<file path="src/rtl/nn_fixed_pkg.sv">
// Shared Q8.24 fixed-point definitions for the training datapath.
package nn_fixed_pkg;

  localparam int unsigned WIDTH     = 32;
  localparam int unsigned FRAC_BITS = 24;

  localparam logic [WIDTH-1:0] ONE  = 32'h0100_0000;
  localparam logic [WIDTH-1:0] HALF = 32'h0080_0000;

  typedef enum logic [1:0] {
    StIdle,
    StMul1,
    StMul2,
    StDone
  } state_e;

endpackage

</file>
<file path="src/rtl/mult.sv">
// Signed fixed-point multiplier: full-width product, arithmetic shift by FRAC_BITS,
// low WIDTH bits kept (wraps on overflow).
module mult #(
  parameter int unsigned WIDTH     = nn_fixed_pkg::WIDTH,
  parameter int unsigned FRAC_BITS = nn_fixed_pkg::FRAC_BITS
) (
  input  logic [WIDTH-1:0] i_a,
  input  logic [WIDTH-1:0] i_b,
  output logic [WIDTH-1:0] o_p
);

  logic signed [2*WIDTH-1:0] w_full;
  logic                      w_unused_bits;

  assign w_full = $signed(i_a) * $signed(i_b);
  // Bit slice at FRAC_BITS is the arithmetic shift right followed by truncation.
  assign o_p    = w_full[FRAC_BITS +: WIDTH];

  assign w_unused_bits = ^{w_full[2*WIDTH-1 -: WIDTH-FRAC_BITS], w_full[FRAC_BITS-1:0]};

endmodule

</file>
<file path="src/rtl/sigmoid_backprop.sv">
// Sigmoid backward pass: delta = err * y * (1 - y), one shared multiplier, 3-cycle cadence.
// Optional SIGMOID_BP_CLAMP_EN clamps the captured activation into [0, ONE].
module sigmoid_backprop #(
  parameter int unsigned WIDTH     = nn_fixed_pkg::WIDTH,
  parameter int unsigned FRAC_BITS = nn_fixed_pkg::FRAC_BITS
) (
  input  logic             clk,
  input  logic             rst,
  input  logic             in_valid,
  output logic             in_ready,
  input  logic [WIDTH-1:0] y_in,
  input  logic [WIDTH-1:0] err_in,
  output logic             out_valid,
  input  logic             out_ready,
  output logic [WIDTH-1:0] delta_out,
  output logic             busy
);

  import nn_fixed_pkg::*;

  localparam logic [WIDTH-1:0] OneQ = WIDTH'(1) << FRAC_BITS;

  state_e           r_state;
  logic [WIDTH-1:0] r_y;
  logic [WIDTH-1:0] r_err;
  logic [WIDTH-1:0] r_t;
  logic [WIDTH-1:0] r_delta;
  logic             r_out_valid;

  logic             w_accept;
  logic [WIDTH-1:0] w_y_cap;
  logic [WIDTH-1:0] w_a;
  logic [WIDTH-1:0] w_b;
  logic [WIDTH-1:0] w_prod;

  assign in_ready  = (r_state == StIdle) || ((r_state == StDone) && out_ready);
  assign w_accept  = in_valid && in_ready;
  assign out_valid = r_out_valid;
  assign delta_out = r_delta;
  assign busy      = (r_state != StIdle);

`ifdef SIGMOID_BP_CLAMP_EN
  always_comb begin
    w_y_cap = y_in;
    if ($signed(y_in) < 0) begin
      w_y_cap = '0;
    end else if ($signed(y_in) > $signed(OneQ)) begin
      w_y_cap = OneQ;
    end
  end
`else
  assign w_y_cap = y_in;
`endif

  // MUL1 forms y * (1 - y); MUL2 reuses the multiplier for t * err.
  assign w_a = (r_state == StMul1) ? r_y : r_t;
  assign w_b = (r_state == StMul1) ? (OneQ - r_y) : r_err;

  mult #(
    .WIDTH     (WIDTH),
    .FRAC_BITS (FRAC_BITS)
  ) u_mult (
    .i_a (w_a),
    .i_b (w_b),
    .o_p (w_prod)
  );

  always_ff @(posedge clk or posedge rst) begin
    if (rst) begin
      r_state     <= StIdle;
      r_y         <= '0;
      r_err       <= '0;
      r_t         <= '0;
      r_delta     <= '0;
      r_out_valid <= 1'b0;
    end else begin
      if (w_accept) begin
        r_y   <= w_y_cap;
        r_err <= err_in;
      end
      unique case (r_state)
        StIdle: begin
          if (w_accept) r_state <= StMul1;
        end
        StMul1: begin
          r_t     <= w_prod;
          r_state <= StMul2;
        end
        StMul2: begin
          r_delta     <= w_prod;
          r_out_valid <= 1'b1;
          r_state     <= StDone;
        end
        StDone: begin
          if (out_ready) begin
            r_out_valid <= 1'b0;
            r_state     <= w_accept ? StMul1 : StIdle;
          end
        end
        default: r_state <= StIdle;
      endcase
    end
  end

endmodule

</file>
<file path="config.mk">
export PLATFORM = sky130hd
export DESIGN_NAME = sigmoid_backprop
export DESIGN_NICKNAME = d
export VERILOG_FILES = /design/src/rtl/nn_fixed_pkg.sv /design/src/rtl/mult.sv /design/src/rtl/sigmoid_backprop.sv
export SDC_FILE = /design/constraint.sdc
export NUM_CORES = 2
export LEC_CHECK = 0
export CORE_UTILIZATION = 37
export DETAILED_ROUTE_END_ITERATION = 16
export GPL_ROUTABILITY_DRIVEN = 0
export GPL_TIMING_DRIVEN = 0
export PLACE_DENSITY = 0.56
export SYNTH_ARGS = -nofsm -noshare
export SYNTH_HDL_FRONTEND = slang
export SYNTH_SLANG_ARGS = --single-unit
</file>
<file path="constraint.sdc">
create_clock -name clk -period 15.95 [get_ports clk]
set_input_delay 2.3925 -clock clk [delete_from_list [all_inputs] [get_ports clk]]
set_output_delay 2.3925 -clock clk [all_outputs]
set_load 0.03 [all_outputs]
</file>
Yosys cells after proc, flatten, opt, wreduce, memory -nomap -nowiden
Cells that the tools add are included.
{"block": "totals", "ff_bits": 131, "in_bits": 68, "out_inout_bits": 35, "word_cells": 29}
{"block": "classes", "addsub": 1, "n_mul": 1, "eq_ne": 5, "mux": 8, "n_reduce_logical": 8}
{"operator": "2-to-1 mux 32 bit", "count": 2}
{"operator": "multiplier 32 x 32 -> 56 bit", "count": 1}
{"operator": "subtractor 25 x 32 -> 32 bit, first input constant", "count": 1}
{"operator": "one-hot mux 2 bit (4 select lines)", "count": 1}
{"operator": "equality test 2 bit, second input constant", "count": 2}
{"operator": "2-to-1 mux 2 bit", "count": 2}
{"operator": "!= test 2 bit, second input constant", "count": 2}
{"operator": "AND reduction 2 bit", "count": 2}
{"operator": "nonzero test 2 bit", "count": 2}
{"operator": "equality test 2 x 1 -> 1 bit, second input constant", "count": 1}
{"operator": "logical AND 1 bit", "count": 2}
{"operator": "logical NOT 2 bit", "count": 1}
{"operator": "2-to-1 mux 1 bit", "count": 2}
{"operator": "one-hot mux 1 bit (2 select lines)", "count": 1}
{"operator": "logical OR 1 bit", "count": 1}

Depth between registers and ports, before layout
{"block": "logic_depth", "word_depth": 7, "depth_mapped": 40, "mapped_depth_nobuf": 36}

Modules after synthesis
Synthesis repeated with hierarchy kept, for this count alone.
{"block": "unflattened", "cells_unflattened": 4100, "area_unflattened_um2": 38914.8}
{"mod": "mult", "n_inst": 1, "cells_per_inst": 3501, "area_each_um2": 32555.0}
{"mod": "sigmoid_backprop", "n_inst": 1, "cells_per_inst": 599, "area_each_um2": 6359.8}

Worst setup path before layout
Ideal clock, no wire load.
{"block": "synth_timing", "kind": "reg-to-reg", "from": "register r_state[1]", "to": "register r_delta[15], in the netlist delta_out[15]", "setup_time_ps": 125, "t_arrival_ps": 9230, "required_ps": 15825, "slack_ps": 6595, "path_stages_with_launch": 38, "path_buffers": 7, "path_cell_list": "dfrtp_1 inv_1 ha_1 buf_2 buf_2 buf_2 buf_2 buf_1 clkbuf_1 nand2_1 nand2_1 clkbuf_1 nand2_1 fa_1 inv_1 fa_1 inv_1 fa_1 [... 2 more ...] fa_1 inv_1 fa_1 fa_1 fa_1 inv_1 ha_1 a21o_1 a21o_1 a21oi_1 o21ai_0 a211oi_2 o21ai_1 a41oi_1 o221ai_1 a31oi_1 xnor2_1 mux2_2"}
{"block": "synth_via", "elab_chain_len": 3}
{"item": "start: declaration", "line": "sigmoid_backprop.sv:23", "rtl": "state_e r_state;"}
{"item": "start signal: assignment", "line": "sigmoid_backprop.sv:70", "rtl": "r_state <= StIdle;"}
{"item": "start signal: assignment", "line": "sigmoid_backprop.sv:83", "rtl": "if (w_accept) r_state <= StMul1;"}
{"item": "start signal: assignment", "line": "sigmoid_backprop.sv:87", "rtl": "r_state <= StMul2;"}
{"item": "equality test 2 x 1 -> 1 bit", "line": "sigmoid_backprop.sv:56, sigmoid_backprop.sv:57"}
{"item": "2-to-1 mux 32 bit, on equally long branches", "line": "sigmoid_backprop.sv:56, sigmoid_backprop.sv:57"}
{"item": "multiplier 32 x 32 -> 56 bit", "line": "mult.sv:15", "rtl": "assign w_full = $signed(i_a) * $signed(i_b);"}
{"item": "end signal: assignment", "line": "sigmoid_backprop.sv:90", "rtl": "r_delta <= w_prod;"}
{"item": "end: declaration", "line": "sigmoid_backprop.sv:27", "rtl": "logic [WIDTH-1:0] r_delta;"}
Several ways; a longest one is shown, not always the timed one.
A chain may end at the register's enable or synchronous reset.

Worst setup path in the final report
{"block": "layout_timing", "from": "register r_state[1]", "to": "register r_delta[14], in the netlist delta_out[14]"}
Same word-level chain as after synthesis.

==> impl_metrics.toml <==
[outcome]
status = "complete, no violations"

[logic_synthesis]
netlist_area_sq_um = 38240
yosysMostFrequentCell = "inv_1"
synth_edf_count = 0
ys_seq_area_share_pct = 8.574
yosysWarnings = 0
synth.area.top_cells = "fa_1 (51%), inv_1 (9.9%), dfrtp_1 (8.6%), nand2_1 (8.4%), ha_1 (5.8%)"
ys.flop_type = "dfrtp_1"
syn_area_per_cell_sq_um = 9.265
ys_ff_latch = 131
async_reset_ff_share_pct = 100.0
syn_inst = 4127
synth_top_area_share_pct = 51.42
yosysTopAreaCell = "fa_1"
ys_types = 72
synth_common_cells = "inv_1 (1,013), fa_1 (982), nand2_1 (855)"
syn-num-nets = 5354

[sta]
max_freq_mhz = 71.68
fin_skew_ns = 0.01933
tightest_slew_ns = 1.438
period_share_pct = 87.47
drv_slew = 0
setup_viol = 0
hold_viol = 0
final.setup.tns_ns = 0
rsz0062_at_grt = "false"
layout_min_cycle_time_ns = 13.95
slew_headroom_pct = 4.123

[critical_path]
crit_path_start_kind = "flop"
required_ns = 16.33
cp_slowest_cell = "xnor2_1"
path_class = "reg -> reg"
timing.rr.start = "r_state[1]$_DFFE_PP0P_"
cpPeakStageDelay_ns = 1.04
cp_max_fo = 10
arrival_ns = 14.33
setup.worst_path.start = "r_state[1]$_DFFE_PP0P_"
cp-end-kind = "flop"
crit_top_cell = "fa_1"
cp_top_family = "adder cells"
crit_buf_inv = 13

[clocking]
clkTransAtPathRegs_ns = 0.07
ctsHoldBuffers = 0
clk-insertion-delay-late_ns = 0.45
clockRootBuffer = "clkbuf_16"
post_cts_buffers = 0
cts_buffers = 17
cts_resized = 0
cts_htree_levels = 4
cts_tree = "yes"
clock-sinks = 131
cts_buffer_depth = 2

[drt]
wl_microns = 137400
via_per_inst = 5.168
wl_per_cell_microns = 24.37
antenna_left = 0
drc_errors = 0
drt_iter0_markers = 2702
via_count = 29150
drtPass1Iterations = 5

[global_routing]
grt_pass1_wl_microns = 205900
grt_pass1_vias = 31280
grt_max_degree = 76
antenna_found_initial = 12
track_usage_pct = 27.48
overflow = 0

[final_layout]
fin_area_sq_um = 41680
nets = 5481
stdcell_count = 5640
layout-drive-gt1-share_pct = 4.382
area_delta_synth_final_pct = 9.005

[floorplan]
die_area_sq_um = 104600
die_h_microns = 323.5
start_util_pct = 37.42
fp-row-count = 117
die_w_microns = 323.5
core_region_area_sq_um = 102200
ios = 103

[placement]
port-buffer-count = 102
dp_hpwl_microns = 116700
dp.cells = 5602
placed_area_sq_um = 41050

[hold_path]
hp-start = "r_t[4]$_DFFE_PP0P_"
hold_path.class = "reg -> reg"

[job]
drv_cap = 0
==> per-layer routing <==
layer | GRT usage, % | wire [microns]
met1 | 35.54 | 52550
met2 | 42.27 | 60390
met5 | 0 | 87
met4 | 14.62 | 9167
met3 | 7.025 | 15240
==> through the flow <==
step / utilization, % / setup slack [ns] / hold slack (ns)
detailed placement: 40.18 / 2.465 / 0.4740
floorplan: - / 6.595 / 0.4483
global placement: 40.09 / 2.464 / 0.4639
global route: 40.78 / 1.700 / 0.5141
CTS: 40.76 / 2.402 / 0.4862
finish: 40.79 / 1.998 / 0.4915
==> logic make-up (layout without fill, tap and decap cells) <==
logic type               Yosys count  in the layout  share of synthesized area, %
buffers and inverters           1220           1360                         12.06
AO/OA/AOI/OAI                    200            200                         3.547
other                              0              5                             0
multiplexers                     126            126                         3.691
flip-flops                       131            131                         8.574
AND/OR/NAND/NOR                 1207           1207                         12.96
adder cells (fa/ha/maj)         1159           1159                         57.21
XOR/XNOR                          84             84                         1.960
==> tightest hold or removal path: cells and delay by family (launching register included) <==
family	cells	cell delay, ns
flip-flops	1	0.32
AND/OR/NAND/NOR	2	0.14
==> final timing paths <==
check	end	slack [ns]	cells past startpoint
max in group asynchronous	delta_out[13]$_DFFE_PP0P_	12.72	3
setup reg to reg	delta_out[14]$_DFFE_PP0P_	2.00	36
hold reg to reg	r_t[4]$_DFFE_PP0P_	0.49	2
hold / removal	r_t[4]$_DFFE_PP0P_	0.49	2
min in group asynchronous	delta_out[28]$_DFFE_PP0P_	2.39	2
setup / recovery	delta_out[14]$_DFFE_PP0P_	2.00	36
==> area by class of cell <==
class,count,area [sq um]
Antenna cell,5,12.51
Buffer,204,797.0
Clock buffer,18,439.2
Clock inverter,14,158.9
Fill cell,10410,60500
Inverter,1016,3819
Multi-Input combinational cell,2776,30360
Sequential cell,131,3278
Tap cell,1368,1712
Timing Repair Buffer,108,1105
==> cells in the final DEF, fill, tap and decap left out, drive strengths merged, types with 6 or more instances in the layout <==
cell type / n
a21o: 61
a21oi: 64
and2: 58
buf: 29
clkbuf: 199
clkdlybuf4s50: 102
clkinv: 6
dfrtp: 131
fa: 982
ha: 177
inv: 1022
mux2: 117
mux2i: 9
nand2: 856
nand3: 11
nand4: 9
nor2: 202
nor2b: 22
nor3: 14
nor4: 8
o21a: 6
o21ai: 16
o31ai: 9
xnor2: 63
xor2: 20
==> registers in the layout, indices dropped and copies added (netlist names) <==
signal / cells
out_valid: 1
r_state: 2
delta_out: 32
r_t: 32
r_err: 32
r_y: 32
Power is left out: the tool's default activity adds up to more than one toggle a clock period on the data nets, which glitch-free logic cannot reach.
